==> src/rtl/rv32i_types.sv <==
// Shared types for the out-of-order memory pipeline.
//   ROB_WIDTH   : width of a reorder-buffer index
//   PR_WIDTH    : width of a physical register tag
//   cdb_t       : one common-data-bus broadcast (valid, arch dest, phys tag)
//   lsq_entry_t : one load/store queue entry as held in the queue and
//                 as presented to the memory functional unit
package rv32i_types;

  localparam int ROB_WIDTH = 4;
  localparam int PR_WIDTH  = 6;

  typedef struct packed {
    logic                cdb_valid;
    logic [4:0]          arch_reg;
    logic [PR_WIDTH-1:0] phys_reg;
  } cdb_t;

  typedef struct packed {
    logic                 valid;
    logic                 is_store;
    logic [2:0]           funct3;
    logic [31:0]          offset;
    logic [ROB_WIDTH-1:0] rob;
    logic [PR_WIDTH-1:0]  prs1;
    logic                 addr_rdy;
    logic [PR_WIDTH-1:0]  prs2;
    logic                 data_rdy;
    logic [PR_WIDTH-1:0]  pdest;
    logic [4:0]           arch_dest;
  } lsq_entry_t;

endpackage

==> src/rtl/lsq_wakeup.sv <==
// Operand wakeup comparator: flags when any CDB port broadcasts the given
// physical tag this cycle.
//   tag : physical register the operand is waiting on
//   cdb : all CDB ports snooped this cycle
//   hit : 1 when a valid broadcast matches tag
// Broadcasts to architectural x0 never wake anything: x0 writes are
// discarded, so their physical tag carries no real value.
module lsq_wakeup
  import rv32i_types::*;
#(
  parameter int NUM_CDB = 2
) (
  input  logic [PR_WIDTH-1:0] tag,
  input  cdb_t                cdb [NUM_CDB],
  output logic                hit
);

  always_comb begin
    hit = 1'b0;
    for (int k = 0; k < NUM_CDB; k++) begin
      if (cdb[k].cdb_valid && (cdb[k].arch_reg != 5'd0) && (cdb[k].phys_reg == tag)) begin
        hit = 1'b1;
      end
    end
  end

endmodule

==> src/rtl/load_store_queue.sv <==
// In-order load/store queue with CDB operand wakeup and a registered
// issue slot feeding the memory functional unit.
//   clk, rst          : clock, asynchronous active-high reset
//   flush             : mispredict clear, synchronous, dominates all else
//   enq_valid/ready   : enqueue handshake (ready = not full)
//   enq_*             : enqueue payload
//   cdb               : NUM_CDB broadcast ports snooped for wakeup
//   rob_head_is_store : ROB head is a store ...
//   rob_head_idx      : ... with this ROB index (stores wait for this)
//   iss_valid/entry   : registered issue slot to the memory FU
//   iss_ready         : memory FU accepts the slot
//   count             : number of occupied queue entries
// DEPTH must be a power of two >= 2 so the pointers wrap naturally.
module load_store_queue
  import rv32i_types::*;
#(
  parameter int DEPTH   = 8,
  parameter int NUM_CDB = 2
) (
  input  logic                    clk,
  input  logic                    rst,
  input  logic                    flush,
  input  logic                    enq_valid,
  output logic                    enq_ready,
  input  logic                    enq_is_store,
  input  logic [2:0]              enq_funct3,
  input  logic [31:0]             enq_offset,
  input  logic [ROB_WIDTH-1:0]    enq_rob,
  input  logic [PR_WIDTH-1:0]     enq_prs1,
  input  logic [PR_WIDTH-1:0]     enq_prs2,
  input  logic                    enq_prs1_rdy,
  input  logic                    enq_prs2_rdy,
  input  logic [PR_WIDTH-1:0]     enq_pdest,
  input  logic [4:0]              enq_arch_dest,
  input  cdb_t                    cdb [NUM_CDB],
  input  logic                    rob_head_is_store,
  input  logic [ROB_WIDTH-1:0]    rob_head_idx,
  output logic                    iss_valid,
  output lsq_entry_t              iss_entry,
  input  logic                    iss_ready,
  output logic [$clog2(DEPTH):0]  count
);

  localparam int PW = $clog2(DEPTH);
  localparam int CW = PW + 1;
  localparam logic [CW-1:0] FULL_COUNT = CW'(DEPTH);

  lsq_entry_t       entries_reg [DEPTH];
  logic [PW-1:0]    head_reg;
  logic [PW-1:0]    tail_reg;
  logic [CW-1:0]    count_reg;
  logic             iss_valid_reg;
  lsq_entry_t       iss_entry_reg;

  logic [DEPTH-1:0] hit1;
  logic [DEPTH-1:0] hit2;
  logic             enq_hit1;
  logic             enq_hit2;
  lsq_entry_t       enq_entry;
  lsq_entry_t       head_entry;
  logic             head_eligible;
  logic             slot_free;
  logic             do_enq;
  logic             do_pop;

  // Per-entry wakeup for both operands.
  for (genvar gi = 0; gi < DEPTH; gi++) begin : g_wake
    lsq_wakeup #(.NUM_CDB(NUM_CDB)) u_wake_addr (
      .tag (entries_reg[gi].prs1),
      .cdb (cdb),
      .hit (hit1[gi])
    );
    lsq_wakeup #(.NUM_CDB(NUM_CDB)) u_wake_data (
      .tag (entries_reg[gi].prs2),
      .cdb (cdb),
      .hit (hit2[gi])
    );
  end

  // Wakeup on the incoming payload so a broadcast coinciding with
  // enqueue is not lost.
  lsq_wakeup #(.NUM_CDB(NUM_CDB)) u_wake_enq_addr (
    .tag (enq_prs1),
    .cdb (cdb),
    .hit (enq_hit1)
  );
  lsq_wakeup #(.NUM_CDB(NUM_CDB)) u_wake_enq_data (
    .tag (enq_prs2),
    .cdb (cdb),
    .hit (enq_hit2)
  );

  always_comb begin
    enq_entry           = '0;
    enq_entry.valid     = 1'b1;
    enq_entry.is_store  = enq_is_store;
    enq_entry.funct3    = enq_funct3;
    enq_entry.offset    = enq_offset;
    enq_entry.rob       = enq_rob;
    enq_entry.prs1      = enq_prs1;
    enq_entry.addr_rdy  = enq_prs1_rdy | enq_hit1;
    enq_entry.prs2      = enq_prs2;
    enq_entry.data_rdy  = enq_prs2_rdy | enq_hit2;
    enq_entry.pdest     = enq_pdest;
    enq_entry.arch_dest = enq_arch_dest;
  end

  assign head_entry = entries_reg[head_reg];

  // Eligibility uses only registered ready bits, so an entry can never
  // leave the queue in the same cycle it arrives.
  always_comb begin
    head_eligible = 1'b0;
    if ((count_reg != '0) && head_entry.valid && head_entry.addr_rdy) begin
      if (!head_entry.is_store) begin
        head_eligible = 1'b1;
      end else begin
        head_eligible = head_entry.data_rdy && rob_head_is_store &&
                        (rob_head_idx == head_entry.rob);
      end
    end
  end

  assign enq_ready = (count_reg != FULL_COUNT);
  assign slot_free = !iss_valid_reg || iss_ready;
  assign do_enq    = enq_valid && enq_ready && !flush;
  assign do_pop    = head_eligible && slot_free && !flush;

  always_ff @(posedge clk or posedge rst) begin
    if (rst) begin
      for (int i = 0; i < DEPTH; i++) begin
        entries_reg[i] <= '0;
      end
      head_reg      <= '0;
      tail_reg      <= '0;
      count_reg     <= '0;
      iss_valid_reg <= 1'b0;
      iss_entry_reg <= '0;
    end else if (flush) begin
      for (int i = 0; i < DEPTH; i++) begin
        entries_reg[i].valid <= 1'b0;
      end
      head_reg      <= '0;
      tail_reg      <= '0;
      count_reg     <= '0;
      iss_valid_reg <= 1'b0;
    end else begin
      for (int i = 0; i < DEPTH; i++) begin
        if (hit1[i]) entries_reg[i].addr_rdy <= 1'b1;
        if (hit2[i]) entries_reg[i].data_rdy <= 1'b1;
      end
      // Pop and enqueue never target the same slot: that would need an
      // empty queue (no pop) or a full one (no enqueue).
      if (do_pop) begin
        entries_reg[head_reg].valid <= 1'b0;
        head_reg <= head_reg + 1'b1;
      end
      if (do_enq) begin
        entries_reg[tail_reg] <= enq_entry;
        tail_reg <= tail_reg + 1'b1;
      end
      case ({do_enq, do_pop})
        2'b10:   count_reg <= count_reg + 1'b1;
        2'b01:   count_reg <= count_reg - 1'b1;
        default: count_reg <= count_reg;
      endcase
      if (do_pop) begin
        iss_valid_reg <= 1'b1;
        iss_entry_reg <= head_entry;
      end else if (iss_ready) begin
        iss_valid_reg <= 1'b0;
      end
    end
  end

  assign iss_valid = iss_valid_reg;
  assign iss_entry = iss_entry_reg;
  assign count     = count_reg;

endmodule
==> config.mk <==
export PLATFORM = sky130hd
export DESIGN_NAME = load_store_queue
export DESIGN_NICKNAME = d
export VERILOG_FILES = /design/src/rtl/rv32i_types.sv /design/src/rtl/lsq_wakeup.sv /design/src/rtl/load_store_queue.sv
export SDC_FILE = /design/constraint.sdc
export NUM_CORES = 1
export LEC_CHECK = 0
export CAP_MARGIN = 20
export CORE_MARGIN = 2
export CORE_UTILIZATION = 50
export DETAILED_ROUTE_END_ITERATION = 8
export GPL_TIMING_DRIVEN = 0
export MAX_ROUTING_LAYER = met4
export PLACE_DENSITY = 0.69
export SLEW_MARGIN = 20
export SYNTH_ARGS = -nofsm -noshare
export SYNTH_HDL_FRONTEND = slang
export SYNTH_HIERARCHICAL = 1
export SYNTH_SLANG_ARGS = --single-unit
export TNS_END_PERCENT = 10
==> constraint.sdc <==
create_clock -name clk -period 31.3 [get_ports clk]
set_input_delay 9.39 -clock clk [delete_from_list [all_inputs] [get_ports clk]]
set_output_delay 9.39 -clock clk [all_outputs]
set_load 0.02 [all_outputs]
======== Word level (Yosys, flattened, before mapping) ========
Index checks and enable logic that the tools add are counted.
storage, ports and cells
  register bits ........................... 605
  output and inout bits ................... 72
cells by class
  add/subtract/negate cells ............... 4
  magnitude comparators ................... 4
  equal/unequal tests ..................... 40
  muxes and demuxes ....................... 99
  bitwise logic cells ..................... 5
  reduce and logical (&&, ||, !) cells .... 59
operators with widths
  cell                                                      number
  two-way mux 528 bit                                       3
  bitwise mux 528 bit                                       2
  demux 66 bit (select 3 bit)                               2
  two-way mux 66 bit                                        4
  equality test 6 bit                                       36
  binary-select mux 66 bit (select 3 bit)                   1
  two-way mux 1 bit                                         81
  logical AND 1 bit                                         48
  two-way mux 3 bit                                         4
  nonzero test 5 bit                                        2
  greater-or-equal comparator 4 bit, second input constant  2
  < comparator 4 x 1 -> 1 bit, second input constant        2
  inverter 3 -> 4 bit                                       2
  one-hot mux 4 bit (2 select lines)                        1
  adder 3 x 1 -> 3 bit, second input constant               2
  nonzero test 3 bit                                        2
  adder 4 x 1 -> 4 bit, second input constant               1
  equality test 4 bit                                       1
  two-way mux 4 bit                                         1
  inequality test 4 bit, second input constant              1
  nonzero test 2 bit                                        2
  nonzero test 4 bit                                        1
  subtractor 4 x 1 -> 4 bit, second input constant          1
  equality test 2 x 1 -> 1 bit, second input constant       1
  6 further kinds                                           8

======== Longest topological paths before layout ========
Gate-level depths: netlist of run 1.
  word-level depth ........................ 15
  depth in mapped cells ................... 17
  depth with buffers taken out ............ 13

======== Hierarchy ========
The synthesis of run 1 kept the hierarchy.
modules (own cells, without submodules)
  module            instances  cells each  area each (um2)  seq. area each (um2)
  load_store_queue  1          2352        25672.1          15139.5
  lsq_wakeup        18         22          162.7            0.0

======== Least setup slack after synthesis of run 1 ========
No wires, ideal clock.
  path kind ............................... input to register
  start point ............................. input port iss_ready
  end point ............................... register count_reg[3], in the netlist count[3]
  library setup time ...................... 123 ps
  arrival time ............................ 11802 ps
  setup slack ............................. 19375 ps
  cell stages on the path ................. 11
  buffers on the path ..................... 1
  cell sequence ........................... nor2b_1 or4_4 or3_1 clkbuf_1 nor3_1 ha_1 a21o_1 a21oi_1 a21oi_1 o21ai_0 nand2_1
on the way
  longest elaborated chain between the ends .. 6
  elaborated cells on any way between the ends .. 8
  classes of those cells .................. eq/ne: 2; mux: 2; reduce/logical: 4
ends and longest elaborated chain
  what                                                                        line                     text
  from (decl)                                                                 load_store_queue.sv:40   input logic iss_ready,
  logical OR 1 bit *                                                          load_store_queue.sv:125  assign slot_free = !iss_valid_reg || iss_ready;
  logical AND 1 bit * (2 in a row)                                            load_store_queue.sv:127  assign do_pop = head_eligible && slot_free && !flush;
  equality test 2 x 1 -> 1 bit / equality test 2 bit (equally long branches)  load_store_queue.sv:162  case ({do_enq, do_pop})
  one-hot mux 4 bit (2 select lines)                                          load_store_queue.sv:162
  two-way mux 4 bit                                                           load_store_queue.sv:139  end else if (flush) begin
  to (signal assigned)                                                        load_store_queue.sv:163  2'b10: count_reg <= count_reg + 1'b1;
  to (signal assigned)                                                        load_store_queue.sv:164  2'b01: count_reg <= count_reg - 1'b1;
  to (signal assigned)                                                        load_store_queue.sv:165  default: count_reg <= count_reg;
  to (decl)                                                                   load_store_queue.sv:51   logic [CW-1:0] count_reg;
Every way passes the cells marked *; elsewhere a longest branch is shown, timed or not.
A chain may end at the register's enable or synchronous reset.

======== Worst setup path in the final report of run 1 ========
  start point ............................. input port enq_valid
  end point ............................... register entries_reg[133] (netlist name)
on the way
  longest elaborated chain between the ends .. 3
ends and longest elaborated chain
  what                             line                     text
  from (decl)                      load_store_queue.sv:23   input logic enq_valid,
  logical AND 1 bit (2 in a row)   load_store_queue.sv:126  assign do_enq = enq_valid && enq_ready && !flush;
  two-way mux 528 bit              load_store_queue.sv:158  if (do_enq) begin
  to (signal, indexed assignment)  load_store_queue.sv:159  entries_reg[tail_reg] <= enq_entry;
  to (decl)                        load_store_queue.sv:48   lsq_entry_t entries_reg [DEPTH];
Every way passes these cells.

==> results of run 1 <==
critical path: stages:
cell and delay [ns]:
clkdlybuf4s50_1 0.49, nand2_1 0.26, nor3b_1 0.64, and2_1 0.22, clkbuf_1 0.40, buf_1 0.70, clkbuf_1 0.70, mux2_2 0.41
cell families after synthesis:
logic type / synth area share [%]
AO/OA/AOI/OAI: 10.9
XOR/XNOR: 6.97
adder cells (fa/ha/maj): 0.245
buffers and inverters: 2.42
flip-flops: 52.9
multiplexers: 11.1
AND/OR/NAND/NOR: 15.4
synth_stat cells (all sizes together) (2+ instances only):
library cell / n
a311oi: 4
nand3b: 3
and2: 6
nand3: 24
buf: 51
nor3b: 8
o211ai: 2
or2: 2
nor4: 5
a221oi: 116
inv: 9
and3: 2
nand2: 771
a21oi: 18
clkbuf: 117
nand2b: 2
o21ai: 43
or4: 21
a31oi: 60
mux4: 10
nor2b: 3
a22oi: 5
mux2: 255
mux2i: 7
nand4b: 4
a211o: 18
and3b: 3
a2bb2oi: 15
nor3: 46
ha: 4
xnor2: 166
xor2: 59
a22o: 117
nor2: 120
dfrtp: 605
nand4: 37
routing by layer:
metal	global-route usage [%]	vias to the layer above	part of all wire (%)
li1	-	10100	-
met4	19.6	0	6.0
met1	46.3	12100	38
met3	9.28	378	10
met5	-	-	0
met2	56.5	1409	45
worst paths after layout:
kind                                     from          endpoint  slack, ns  cells past startpoint
worst max-delay path                enq_valid  entries_reg[133]      18.55                      8
worst min-delay path            iss_entry[65]     iss_entry[65]       0.46                      1
worst max register to register    head_reg[0]          count[3]      26.14                     15
worst min register to register  iss_entry[65]     iss_entry[65]       0.46                      1
max in group asynchronous                 rst  entries_reg[138]      20.80                      4
min in group asynchronous                 rst  entries_reg[100]       9.15                      2
final cells by class:
| class | count | area, µm² |
|---|---|---|
| Sequential cell | 605 | 15100 |
| Buffer | 168 | 696 |
| Multi-Input combinational cell | 1966 | 12800 |
| Clock buffer | 88 | 1870 |
| Tap cell | 756 | 946 |
| Antenna cell | 9 | 22.5 |
| Inverter | 9 | 41.3 |
| Timing Repair Buffer | 180 | 1850 |
| Clock inverter | 31 | 579 |
| Fill cell | 4592 | 22600 |
power by group:
group / switching, mW / total (mW) / internal [mW]
combinational: 0.252 / 0.470 / 0.218
clock: 0.334 / 0.882 / 0.547
sequential: 0.119 / 1.05 / 0.932
total: 0.705 / 2.40 / 1.70
per-stage QoR:
step	setup slack, ns	total power [mW]
after floorplan	4.97	1.30
after global placement	-1.36	1.51
after detailed placement	18.01	1.53
after CTS	18.64	2.40
after global routing	18.49	2.50
final	18.55	2.40
==> summary.md, run 1 <==
| Metric | Value |
|---|---|
| Final net count | 3100 |
| Die Span X | around 240 µm |
| Final worst path period share | 40.7% |
| Hold WS | 0.462 ns |
| Initial antenna violation count | 6 |
| Total setup buffers inserted after CTS | 0 |
| Max-Cap Viols | 0 |
| Routed WL | roughly 110 mm |
| Clk_skew | roughly 0.026 ns |
| Crit-path max FO | 10 |
| Worst Hold Class | register to register |
| Total GRT Usage | 37.3% |
| RePlAce Congestion | slightly above 0.9 |
| Share of cells above drive strength 1 | around 15% |
| Rows | 87 |
| Placed Instance Area | roughly 31000 µm² |
| 1st-pass router iterations | 5 |
| CTS-repair resized insts | 0 |
| Synthesized cell area | 28600 µm² |
| Routed wire length per instance | about 28 µm |
| Final core utilization | 60.0% |
| Worst vdd ir | approximately 0.064 mV |
| Routed vias | between 20000 and 25000 |
| Iter 0 DRT Violations | roughly 2700 |
| Result of the run | finished, final reports clean |
| Num CTS Buffers | 66 |
| Syn nets | ~2900 |
| Nature of the critical path endpoint | register |
| Tightest Pin Transition | around 1.3 ns |
| Grt ovf | 0 |
| Crit path DAT | roughly 13 ns |
| Library cells used by synthesis | 54 |
| Dpl hpwl | about 70 mm |
| Synth Register Bits | 605 |
| Ys async rst share | 100% |
| CTS tree | yes |
| # IOs | between 150 and 200 |
| Seq/Total Area, Yosys | a little over half |
| Cell area after layout | ~34000 µm² |
| Largest register FFs | ~530 |
| CP Launch Type | input port |
| # setup viols final | 0 |
| Core box area | 56500 µm² |
| Slew Limit Fails | 0 |
| Die ar. | 59100 µm² |
| Drt via density | between 6 and 7 |
| Most frequent cells in the layout | nand2_1 (771), dfrtp_1 (605), mux2_2 (255), xnor2_1 (166), clkdlybuf4s50_1 (158) |
| # placed instances | 3683 |
| Final hold vios | 0 |
| Critical path type | input port to register |
| Slew HR | 11.7% |
| Synth Flop Type | dfrtp_1 |
| Post-route ant nets | 0 |
| Dominant cells by area after synthesis | dfrtp_1 (53%), nand2_1 (10%), mux2_2 (10%) |
| Remaining DRCs | 0 |
| Port Buffers | 170 |
| Clk root buf | clkbuf_16 |
| RSZ-0062 raised after global routing | no |
| Post-Synthesis Cells | about 2700 |
| Clk buf depth | 3 |
| Yosys top cell area share | between 50% and 60% |
| Final min period | 12.75 ns |
| CTS Sinks | just over 600 |
| Setup_tns | 0 ns |
| F_max | ~0.08 GHz |
| Clk Latency, worst-skew pair | just over 0.6 ns |
| Initial Utilization | 50.6% |
| Post-synth EDFFs | 0 |
| First-pass GRT wire length | approximately 160 mm |
| Vias in the first global route | 23800 |
| Post-route insts no fill | 3812 |
| Die Ht | 243 µm |
| Largest area contributor in the netlist | dfrtp_1 |
| Largest net degree at the start of global routing | approximately 110 |
| Post-synthesis average cell area | 10.4 µm² |
| Pleak | around 16 nW |
| CTS Hold Bufs | 0 |
| Commonest non-fill, non-tap cell in the layout | nand2_1 |
| Area Overhead vs Synth | 18.6% |
| YS warnings | 6 |
| H-Tree Depth | 3 |
| Clock transition at path regs | approximately 0.050 ns |
| Required @ worst endpoint | 31.78 ns |
| Pwr/cell area | 70.8 nW/µm² |
Note: power is estimated with default switching activity, not from simulation.
==> inputs of run 2 (changes only) <==
PLACE_DENSITY = 0.72   (was 0.69)
clock period = 11.7 ns   (was 31.3 ns; I/O delays follow)
==> run 2 against run 1 <==
  * Clock-buffer cell count up 4
  * Critical endpoint is now entries_reg[135]
  * Clock power up 140%
  * Critical path depth unchanged
  * Worst hold slack about the same
  * Routed wire length down 0.44%
  * Largest power group unchanged
==> summary.md, run 2 (synthesis gave the netlist of run 1 again) <==
| Metric | Value |
|---|---|
| Result of the run | finished, final reports clean |
| Met1 Wirelength | ~40 mm |
| Iter 0 DRT Violations | 2808 |
| Die Span X | roughly 240 µm |
| Max-Cap Viols | 0 |
| Critical path depth | 8 |
| Tightest Pin Transition | between 1 and 1.5 ns |
| Placed Instance Area | around 32000 µm² |
| 1st-pass router iterations | 8 |
| Final core utilization | 59.9% |
| Nature of the critical path endpoint | register |
| Slew HR | around 11% |
| Total setup buffers inserted after CTS | 0 |
| Pwr/cell area | approximately 180 nW/µm² |
| Cell area after layout | 33900 µm² |
| Clock transition at path regs | ~0.060 ns |
| Kind of cell adding the most delay to the critical path | buffers and inverters |
| Final worst path period share | 58.8% |
| Worst path cell trace | clkdlybuf4s50_1 > nand2_1 > nor3b_1 > and2_1 > clkbuf_1 > buf_1 > clkbuf_1 > mux2_2 |
| Worst path max stage delay | about 0.76 ns |
| Post-route insts no fill | 3816 |
| Worst vdd ir | 0.150 mV |
| Routed WL | 106 mm |
| Clk Latency, worst-skew pair | 0.68 ns |
| Commonest non-fill, non-tap cell in the layout | nand2_1 |
| Most frequent cells in the layout | nand2_1 (771), dfrtp_1 (605), mux2_2 (255), xnor2_1 (166), clkdlybuf4s50_1 (158) |
| Share of cells above drive strength 1 | 14.8% |
| Die Ht | 243 µm |
| CTS tree | yes |
| Initial antenna violation count | 6 |
| CP Launch Type | input port |
| Met2 WL | ~48 mm |
| RSZ-0062 raised after global routing | no |
| Top cell by count, worst path | clkbuf_1 |
| Final hold vios | 0 |
| Fillers | 4580 |
| Clk root buf | clkbuf_16 |
| Post-route ant nets | 0 |
| Crit-path max FO | 10 |
| DR WL met3 | roughly 12 mm |
| Crit path buf inv count | 4 |
| Num CTS Buffers | 61 |
| Critical R2R Capture | count[3] |
| H-Tree Depth | 2 |
| PnR Total Power | ~6.2 mW |
| CTS Sinks | about 600 |
| Core box area | roughly 56000 µm² |
| Flop2flop setup slack | about 6.6 ns |
| WHS Path Cells | 1 |
| Critical path type | input port to register |
| Rows | 87 |
| Crit path DAT | around 7.4 ns |
| Drt via density | 6.29 |
| Vias in the first global route | 24000 |
| Port Buffers | 170 |
| Grt ovf | 0 |
| Final min period | just under 7 ns |
| # setup viols final | 0 |
| RR Startpoint | head_reg[2] |
| Total GRT Usage | a little under two fifths |
| Remaining DRCs | 0 |
| Slowest cell on crit path | buf_1 |
| Worst Hold Class | register to register |
| Final net count | a little over 3000 |
| Largest register FFs | around 530 |
| Pleak | 15.7 nW |
| CTS-repair resized insts | 0 |
| Routed vias | between 20000 and 25000 |
| Die ar. | just under 60000 µm² |
| F_max | 0.145 GHz |
| Highest Signal Layer | met4 |
| Routed wire length per instance | 27.9 µm |
| CTS Hold Bufs | 0 |
| End of the critical path | entries_reg[135] |
| Setup_tns | 0 ns |
| Initial Utilization | 50.6% |
| Area Overhead vs Synth | 18.4% |
| Required @ worst endpoint | roughly 12 ns |
| Dpl hpwl | approximately 71 mm |
| CP Launch Point | enq_valid |
| # IOs | roughly 170 |
| RePlAce Congestion | about 0.99 |
| Clk_skew | 0.0477 ns |
| # placed instances | 3699 |
| First-pass GRT wire length | around 160 mm |
| Largest net degree at the start of global routing | 37 |
| Slew Limit Fails | 0 |
| R2r worst-path depth | 15 |
| Clk buf depth | 3 |
-- run 2: cell type report --
type                       instances  area, µm²  share of cell area, %
buffer                           168        689                   2.04
clock inverter                    19        315                  0.931
clock buffer                      92       1810                   5.36
tap                              756        946                   2.79
multi-input combinational       1966      12800                   37.7
timing repair buffer             196       2130                   6.30
sequential                       605      15100                   44.7
antenna                            5       12.5                 0.0370
inverter                           9       37.5                  0.111
-- run 2: per-stage QoR --
stage          hold WS, ns  setup WS, ns
6_report             0.462          4.82
3_3_place_gp         0.452         -3.35
2_1_floorplan        0.440       -0.0632
4_1_cts              0.465          5.00
5_1_grt              0.490          4.85
3_5_place_dp         0.452          4.36
-- run 2: worst reg2reg max path, cell delays in order (launching register included) --
cell and delay (ns):
dfrtp_1 0.34, buf_2 0.24, buf_1 0.64, mux4_2 0.43, mux2i_1 0.52, xor2_1 0.24
a31oi_1 0.26, or3_1 0.46, clkbuf_1 0.27, nor3_1 0.40, ha_1 0.32, a21o_1 0.18
a21oi_1 0.30, a21oi_1 0.12, o21ai_0 0.21, nand2_1 0.07
-- run 2: per-layer routing --
metal	GRT usage [%]	up-vias
met5	-	-
li1	-	10100
met3	8.82	361
met1	46.4	12100
met4	20.1	0
met2	55.9	1426
-- run 2: power by group --
group	internal [mW]	total [mW]	switching, mW
Sequential	2.49	2.81	0.321
Combinational	0.592	1.27	0.674
Clock	1.22	2.09	0.865
Total	4.31	6.17	1.86
-- run 2: worst min-delay path by stage --
stage	from	endpoint	slack [ns]
after floorplan	entries_reg[223]	entries_reg[223]	0.44
after global placement	entries_reg[226]	entries_reg[226]	0.45
after detailed placement	iss_entry[65]	iss_entry[65]	0.45
after CTS	iss_entry[65]	iss_entry[65]	0.47
after global routing	entries_reg[226]	entries_reg[226]	0.49
final	iss_entry[65]	iss_entry[65]	0.46
==> inputs of run 3 (changes only) <==
clock period = 6.15 ns   (was 11.7 ns; I/O delays follow)
==> results of run 3 <==
Same layout as run 2 (identical final DEF). Status: finished, final reports clean.
Among the figures that moved: setup slack after placement 4.36 ns -> 0.472 ns; setup slack after layout 4.82 ns -> 0.931 ns; register-to-register setup slack 6.60 ns -> 1.05 ns; total power 6.17 mW -> 11.7 mW; worst IR drop on VDD 0.150 mV -> 0.286 mV
